File: src/rtl/vend_pkg.sv
// Shared definitions between the coin acceptor and the vending FSM:
// coin bus encoding and the acceptor state set.
package vend_pkg;

    localparam logic [1:0] COIN_NONE   = 2'b00;
    localparam logic [1:0] COIN_NICKEL = 2'b01;
    localparam logic [1:0] COIN_DIME   = 2'b10;

    typedef enum logic [2:0] {
        ST_IDLE,
        ST_QUAL,
        ST_WAIT_REL,
        ST_EMIT,
        ST_GAP,
        ST_JAM
    } acc_state_t;

endpackage

File: src/rtl/sync_2ff.sv
// Single-bit two-flop synchroniser for the asynchronous coin sensors.
module sync_2ff (
    input  logic clk,
    input  logic rst,
    input  logic d,
    output logic q
);

    logic meta;

    always_ff @(posedge clk) begin
        if (rst) begin
            meta <= 1'b0;
            q    <= 1'b0;
        end else begin
            meta <= d;
            q    <= meta;
        end
    end

endmodule

File: src/rtl/coin_acceptor.sv
// Coin mechanism front end: debounces the nickel/dime sensors, validates pulse
// width and emits one registered coin code per coin, with reject and jam flags.
module coin_acceptor
    import vend_pkg::*;
#(
    parameter int DEB_CYCLES = 4,
    parameter int MAX_WIDTH  = 64,
    parameter int GAP_CYCLES = 2,
    parameter int CNT_W      = 8
) (
    input  logic             clk,
    input  logic             rst,
    input  logic             nickel_sense,
    input  logic             dime_sense,
    input  logic             coke,
    output logic [1:0]       coin,
    output logic             reject,
    output logic             jam,
    output logic [CNT_W-1:0] coin_count
);

    localparam int WCNT_W = $clog2(MAX_WIDTH + 2);
    localparam int JCNT_W = $clog2(DEB_CYCLES + 1);
    localparam int GCNT_W = $clog2(GAP_CYCLES + 1);

    logic              ns;
    logic              ds;
    acc_state_t        state;
    logic              is_dime;
    logic              armed;
    logic [1:0]        fill;
    logic              rej_pend;
    logic [WCNT_W-1:0] wcnt;
    logic [WCNT_W-1:0] wcnt_next;
    logic [JCNT_W-1:0] jcnt;
    logic [GCNT_W-1:0] gcnt;
    logic              lat;
    logic              oth;

    sync_2ff u_sync_nickel (.clk(clk), .rst(rst), .d(nickel_sense), .q(ns));
    sync_2ff u_sync_dime   (.clk(clk), .rst(rst), .d(dime_sense),   .q(ds));

    assign lat       = is_dime ? ds : ns;
    assign oth       = is_dime ? ns : ds;
    assign wcnt_next = wcnt + 1'b1;

    // Arming waits until the synchroniser holds real samples, so a coin left in
    // the chute across reset is seen as high and never credited.
    always_ff @(posedge clk) begin
        if (rst) begin
            state      <= ST_IDLE;
            coin       <= COIN_NONE;
            reject     <= 1'b0;
            jam        <= 1'b0;
            coin_count <= '0;
            is_dime    <= 1'b0;
            armed      <= 1'b0;
            fill       <= 2'd0;
            rej_pend   <= 1'b0;
            wcnt       <= '0;
            jcnt       <= '0;
            gcnt       <= '0;
        end else begin
            coin   <= COIN_NONE;
            reject <= 1'b0;
            if (fill != 2'd2) begin
                fill <= fill + 2'd1;
            end else if (!ns && !ds) begin
                armed <= 1'b1;
            end

            case (state)
                ST_IDLE: begin
                    if (armed && ns && ds) begin
                        state <= ST_JAM;
                        jam   <= 1'b1;
                        jcnt  <= '0;
                    end else if (armed && (ns || ds)) begin
                        state   <= ST_QUAL;
                        is_dime <= ds;
                        wcnt    <= WCNT_W'(1);
                    end
                end
                ST_QUAL: begin
                    if (!lat) begin
                        state <= ST_IDLE;
                    end else if (oth) begin
                        state <= ST_JAM;
                        jam   <= 1'b1;
                        jcnt  <= '0;
                    end else begin
                        wcnt <= wcnt_next;
                        if (wcnt_next == WCNT_W'(DEB_CYCLES)) begin
                            state <= ST_WAIT_REL;
                        end
                    end
                end
                ST_WAIT_REL: begin
                    if (oth) begin
                        state <= ST_JAM;
                        jam   <= 1'b1;
                        jcnt  <= '0;
                    end else if (!lat) begin
                        gcnt <= '0;
                        if (coke) begin
                            state    <= ST_GAP;
                            rej_pend <= 1'b1;
                        end else begin
                            state <= ST_EMIT;
                        end
                    end else begin
                        wcnt <= wcnt_next;
                        if (wcnt_next > WCNT_W'(MAX_WIDTH)) begin
                            state <= ST_JAM;
                            jam   <= 1'b1;
                            jcnt  <= '0;
                        end
                    end
                end
                ST_EMIT: begin
                    coin       <= is_dime ? COIN_DIME : COIN_NICKEL;
                    coin_count <= coin_count + 1'b1;
                    state      <= ST_GAP;
                    gcnt       <= '0;
                end
                // A refused coin raises reject on the first GAP cycle, which keeps
                // its timing identical to an accepted coin's code.
                ST_GAP: begin
                    reject   <= rej_pend;
                    rej_pend <= 1'b0;
                    if (gcnt == GCNT_W'(GAP_CYCLES - 1)) begin
                        state <= ST_IDLE;
                    end else begin
                        gcnt <= gcnt + 1'b1;
                    end
                end
                ST_JAM: begin
                    if (ns || ds) begin
                        jcnt <= '0;
                    end else if (jcnt == JCNT_W'(DEB_CYCLES - 1)) begin
                        state <= ST_GAP;
                        gcnt  <= '0;
                        jam   <= 1'b0;
                    end else begin
                        jcnt <= jcnt + 1'b1;
                    end
                end
                default: state <= ST_IDLE;
            endcase
        end
    end

endmodule

File: config.mk
export PLATFORM = sky130hd
export DESIGN_NAME = coin_acceptor
export DESIGN_NICKNAME = d
export VERILOG_FILES = /design/src/rtl/vend_pkg.sv /design/src/rtl/sync_2ff.sv /design/src/rtl/coin_acceptor.sv
export SDC_FILE = /design/constraint.sdc
export NUM_CORES = 1
export LEC_CHECK = 0
export ABC_AREA = 1
export BUFFER_PORTS_ARGS = -buffer_cell sky130_fd_sc_hd__buf_2
export CAP_MARGIN = 30
export CORE_UTILIZATION = 32
export DETAILED_ROUTE_END_ITERATION = 12
export HOLD_SLACK_MARGIN = 0.06
export PLACE_DENSITY = 0.56
export SLEW_MARGIN = 30
export SYNTH_ARGS = -nofsm -noshare
export SYNTH_HDL_FRONTEND = slang
export SYNTH_SLANG_ARGS = --single-unit
File: constraint.sdc
create_clock -name clk -period 2.72 [get_ports clk]
set_clock_uncertainty 0.15 [all_clocks]
set_input_delay 0.544 -clock clk [delete_from_list [all_inputs] [get_ports clk]]
set_output_delay 0.544 -clock clk [all_outputs]
set_load 0.1 [all_outputs]
== Word level (Yosys, flattened, before mapping) ==
Cells that the tools add are included.

* Add/subtract/negate cells: 5
* Order comparisons: 1
* Equality and inequality tests: 29
* Mux-type cells: 51
* Bitwise operators: 4
* Reduce and logical (&&, ||, !) cells: 22

{| class="wikitable"
|+ Operators by type and width
! kind !! number
|-
| $mux W3 || 20
|-
| $mux W7 || 6
|-
| $ne A2 B2 Y1 const B || 15
|-
| $pmux W7 S3 || 1
|-
| $pmux W3 S6 || 1
|-
| $reduce_and A7 Y1 || 2
|-
| $mux W1 || 13
|-
| $mux W2 || 6
|-
| $ne A3 B3 Y1 const B || 4
|-
| $pmux W3 S4 || 1
|-
| $reduce_and A6 Y1 || 2
|-
| $eq A3 B2 Y1 const B || 3
|-
| $add A8 B1 Y8 const B || 1
|-
| $ne A4 B4 Y1 const B || 2
|-
| $pmux W2 S4 || 1
|-
| $reduce_and A8 Y1 || 1
|-
| $reduce_bool A4 Y1 || 2
|-
| $add A7 B1 Y7 const B || 1
|-
| $eq A7 B3 Y1 const B || 1
|-
| $gt A7 B7 Y1 const B || 1
|-
| $eq A3 B3 Y1 const B || 2
|-
| $add A2 B1 Y2 const B || 2
|-
| $logic_and A1 B1 Y1 || 4
|-
| $not A1 Y1 || 4
|-
| other kinds (14) || 16
|}

* Register bits after elaboration: 36
* Bits of input ports: 5
* Output and inout bits: 12
* Word-level logic and storage cells: 128

== Logic depth before layout (Yosys ltp) ==
* Word-level depth: 6
* Gate-level depth with buffers: 13
* Mapped depth without buffers: 12

== Modules after synthesis ==
Synthesis repeated with hierarchy kept, for this count alone.

* Cell total of the unflattened synthesis: 266
* Area total of the unflattened synthesis: 1891.8 µm²

{| class="wikitable"
|+ Modules (own cells, without submodules)
! module !! instances !! cells each !! area an instance (µm²) !! sequential area each (µm²)
|-
| coin_acceptor || 1 || 254 || 1781.7 || 640.6
|-
| sync_2ff || 2 || 6 || 55.1 || 40.0
|}

== Least setup slack after synthesis ==
OpenSTA, ideal clock, no wires.

* Path type: register to register
* Start point: register coin_count[0]
* End point: register coin_count[6]
* Library setup time: 0.067 ns
* Arrival: 1.965 ns
* Required time: 2.503 ns
* Slack: 0.538 ns
* Cell stages (with the launch flop): 7
* Path buffers: 0
* Clock period less this slack: 2.182 ns
* Cells stage by stage: dfxtp_1 > ha_1 > inv_1 > nor3_1 > nand4_1 > xor2_1 > nor2_1

* Longest elaborated chain between the ends: 1

{| class="wikitable"
|+ RTL lines
! what !! RTL line !! RTL
|-
| start, declared || coin_acceptor.sv:19 || <nowiki>output logic [CNT_W-1:0] coin_count</nowiki>
|-
| start signal, assigned || coin_acceptor.sv:122 || <nowiki>coin_count <= coin_count + 1'b1;</nowiki>
|-
| $add A8 B1 Y8 || coin_acceptor.sv:122 ||
|}

Every way passes these cells.
A chain may end at the register's enable or synchronous reset.

== Worst setup path after layout ==
* Start point: register wcnt[0]
* End point: register jcnt[1]

* Longest elaborated chain between the ends: 4

{| class="wikitable"
|+ RTL lines
! what !! RTL line !! RTL
|-
| start, declared || coin_acceptor.sv:33 || <nowiki>logic [WCNT_W-1:0] wcnt;</nowiki>
|-
| start signal, assigned || coin_acceptor.sv:92 || <nowiki>wcnt <= wcnt_next;</nowiki>
|-
| start signal, assigned || coin_acceptor.sv:112 || <nowiki>wcnt <= wcnt_next;</nowiki>
|-
| $add A7 B1 Y7 || coin_acceptor.sv:45 || <nowiki>assign wcnt_next = wcnt + 1'b1;</nowiki>
|-
| $gt A7 B7 Y1 || coin_acceptor.sv:113 || <nowiki>if (wcnt_next > WCNT_W'(MAX_WIDTH)) begin</nowiki>
|-
| $ne A3 B3 Y1 (no source line) || n/a ||
|-
| $reduce_and A7 Y1 (no source line) || n/a ||
|-
| end signal, assigned || coin_acceptor.sv:145 || <nowiki>jcnt <= jcnt + 1'b1;</nowiki>
|-
| end, declared || coin_acceptor.sv:35 || <nowiki>logic [JCNT_W-1:0] jcnt;</nowiki>
|}

Every way passes these cells.

==> impl_metrics.toml <==
[clock_tree]
cts_tree = "yes"
htreeDepth = 2
worstSkewPairLatency_ns = 0.29
post_cts_resized = 0
clockBufferDepth = 2
cts.sinks = 36
numCtsBuffers = 5
clk_root_buffer_cell = "clkbuf_8"
cts.clk_slew.worst_paths_ns = 0.07
ctsHoldBuffers = 0
postCtsSetupBuffers = 0

[floorplanning]
core_sq_mm = 0.00554
die_width_microns = 78.2
initial_core_util_pct = 33.5
io_pins = 17
rows = 27
fp.dieArea_sq_mm = 0.00611
die_h_microns = 78.2

[power_and_ir_drop]
totalPowerFinal_mw = 1.47
switching_share_pct = 36.5
power.switching_mw = 0.537
internal_power_mw = 0.933
p_leak_nw = 0.910
p_per_area_mw_per_mm2 = 697
power.share.combinational_pct = 30.4
clkPwrFrac_pct = 27.3
seqPwrFrac_pct = 42.4
irDropWorstVdd_mv = 0.284

[global_routing]
grtUsageMet2_pct = 21.4
antenna_found_initial = 0
grt_max_degree = 24
grt_use_met3_pct = 3.49
met1_usage_pct = 17.2
grt_pass1_vias = 1471
grt-busiest-layer = "met2"
overflow = 0
grtUsageTotal_pct = 13.4
grt_pass1_wl_microns = 6440

[logic_synthesis]
synth_cells = 261
synth_most_common_cell = "nand2_1"
ys.flop_type = "dfxtp_1"
syn_avg_cell_area_sq_um = 7.11
synth_edf_count = 0
synthDistinctLibCells = 28
synthTopCellsByCount = "nand2_1, nor2_1, dfxtp_1, inv_1, a21oi_1"
synth_fp_nets = 272
ys_seq_area_share_pct = 38.8
yosys_register_bits = 36
yosysTopAreaCell = "dfxtp_1"
synth_async_sr_flop_share_pct = 0
synth_area_leaders = "dfxtp_1, nand2_1, nor2_1"
synthDominantCellAreaShare_pct = 38.8
yosys_warnings = 0
synthesis.area_sq_mm = 0.00186

[detailed_routing]
drc_errors = 0
dr.pass1.iters = 4
wl_per_cell_microns = 10.5
drt_iter0_markers = 63
wl_microns = 3730
vias = 1623
vias_per_cell = 4.58
postRouteAntennaNets = 0

[timing]
finalCriticalPeriod_ns = 1.88
fin_tns_setup_ns = 0
worst_pin_slew_ns = 0.486
finalHoldViolCount = 0
slew_violations = 0
timing.hold.ws_ns = 0.265
fmax_mhz = 531
setup_viol = 0
period_share_pct = 69.2
worst_slack_ns = 0.837
rsz0062_at_grt = "no"
relSlewSlack_pct = 67.9

[finish]
seqCellArea_sq_um = 721
fillers = 606
multi_input_area_sq_um = 967
fin_area_sq_mm = 0.00211
area_delta_synth_final_pct = 13.6
postLayoutCoreUtil_pct = 38.1
drive_gt1_share_pct = 16.3
nNetsFinal = 292
num_antenna_cells = 0
fin_cells = 354

[min_path]
hold_path_class = "reg2reg"
whs_path_depth = 2

[setup_path]
cp-start-kind = "flop"
cp_max_fo = 6
r2r_slack_ns = 0.84
worstSetupEndpointType = "flop"
reg2regPathDepth = 9
critPathKind = "reg2reg"
critPathRequiredTime_ns = 2.79
cp.arrival_ns = 1.96

[placed_design]
io_buffers = 16
place_ws_ns = 0.850
dp_hpwl_microns = 2720
placed_area_sq_mm = 0.00202
gp_congestion = 0.879
dp.cells = 346

[run_status]
status = "complete, no violations"

[job]
cap_violations = 0
-- per-layer routing --
| metal | up-vias | wire (microns) | share of wire (%) |
|---|---|---|---|
| li1 | 888 | - | - |
| met1 | 714 | 1970 | 53 |
| met2 | 16 | 1610 | 43 |
| met3 | 5 | 104 | 2.8 |
| met4 | 0 | 45 | 1.2 |
| met5 | - | 0 | 0 |
-- critical path, cell delays in order, from the launching register on --
cell	delay (ns)
dfxtp_1	0.41
ha_1	0.29
nand3_1	0.12
xor2_1	0.23
nand3_1	0.11
nand2_1	0.09
nand2_1	0.15
nand2_2	0.11
nand2_1	0.05
a21oi_1	0.12
-- cell type report --
type / instances / share of cell area (%)
multi-input cells: 181 / 45.8
flip-flops and latches: 36 / 34.2
inverters: 40 / 7.12
well taps: 72 / 4.27
repair buffers: 17 / 4.15
clock buffers: 7 / 4.09
clock inverters: 1 / 0.356
-- flip-flops by register name, indices dropped and copies added, names as in the netlist, 2 cells and up --
| register | flops |
|---|---|
| coin_count | 8 |
| wcnt | 7 |
| jcnt | 3 |
| state | 3 |
| coin | 2 |
| fill | 2 |
| gcnt | 2 |
-- final timing paths --
kind                               start                       end
max reg2reg         wcnt[0]$_SDFFE_PP0P_      jcnt[1]$_SDFFE_PP0P_
min          u_sync_dime.meta$_SDFF_PP0_  u_sync_dime.q$_SDFF_PP0_
max                 wcnt[0]$_SDFFE_PP0P_      jcnt[1]$_SDFFE_PP0P_
min reg2reg  u_sync_dime.meta$_SDFF_PP0_  u_sync_dime.q$_SDFF_PP0_
-- power groups by stage --
stage | clock, mW | sequential, mW | combinational, mW
global route | 0.438 | 0.630 | 0.507
CTS | 0.414 | 0.623 | 0.450
detailed placement | 0 | 0.636 | 0.447
floorplan | 0 | 0.657 | 0.342
finish | 0.401 | 0.623 | 0.447
global placement | 0 | 0.634 | 0.445
-- layout by cell type (no fill, tap or decap), types with 2 or more instances in the layout --
master,n
nand3_2,3
o21ai_0,11
nand2_1,44
nor3_1,9
clkbuf_8,6
buf_2,16
nor3b_1,3
xor2_1,5
nor4_1,2
ha_1,6
nand2_2,2
o21ai_1,4
dfxtp_1,36
a21oi_2,3
inv_2,4
a22oi_1,3
a21oi_1,17
nand3_1,12
nand4_1,8
inv_1,36
nor2_2,6
nor2_1,37
-- cell families (layout without fill, tap and decap cells) --
| kind of cell | Yosys count | after routing | synth area share, % |
|---|---|---|---|
| AO/OA/AOI/OAI | 41 | 41 | 12.9 |
| AND/OR/NAND/NOR | 129 | 129 | 32.8 |
| adder cells (fa/ha/maj) | 6 | 6 | 4.04 |
| flip-flops | 36 | 36 | 38.8 |
| XOR/XNOR | 5 | 5 | 2.36 |
| buffers and inverters | 44 | 65 | 9.10 |
No activity file was read; power rests on OpenSTA's default activity.
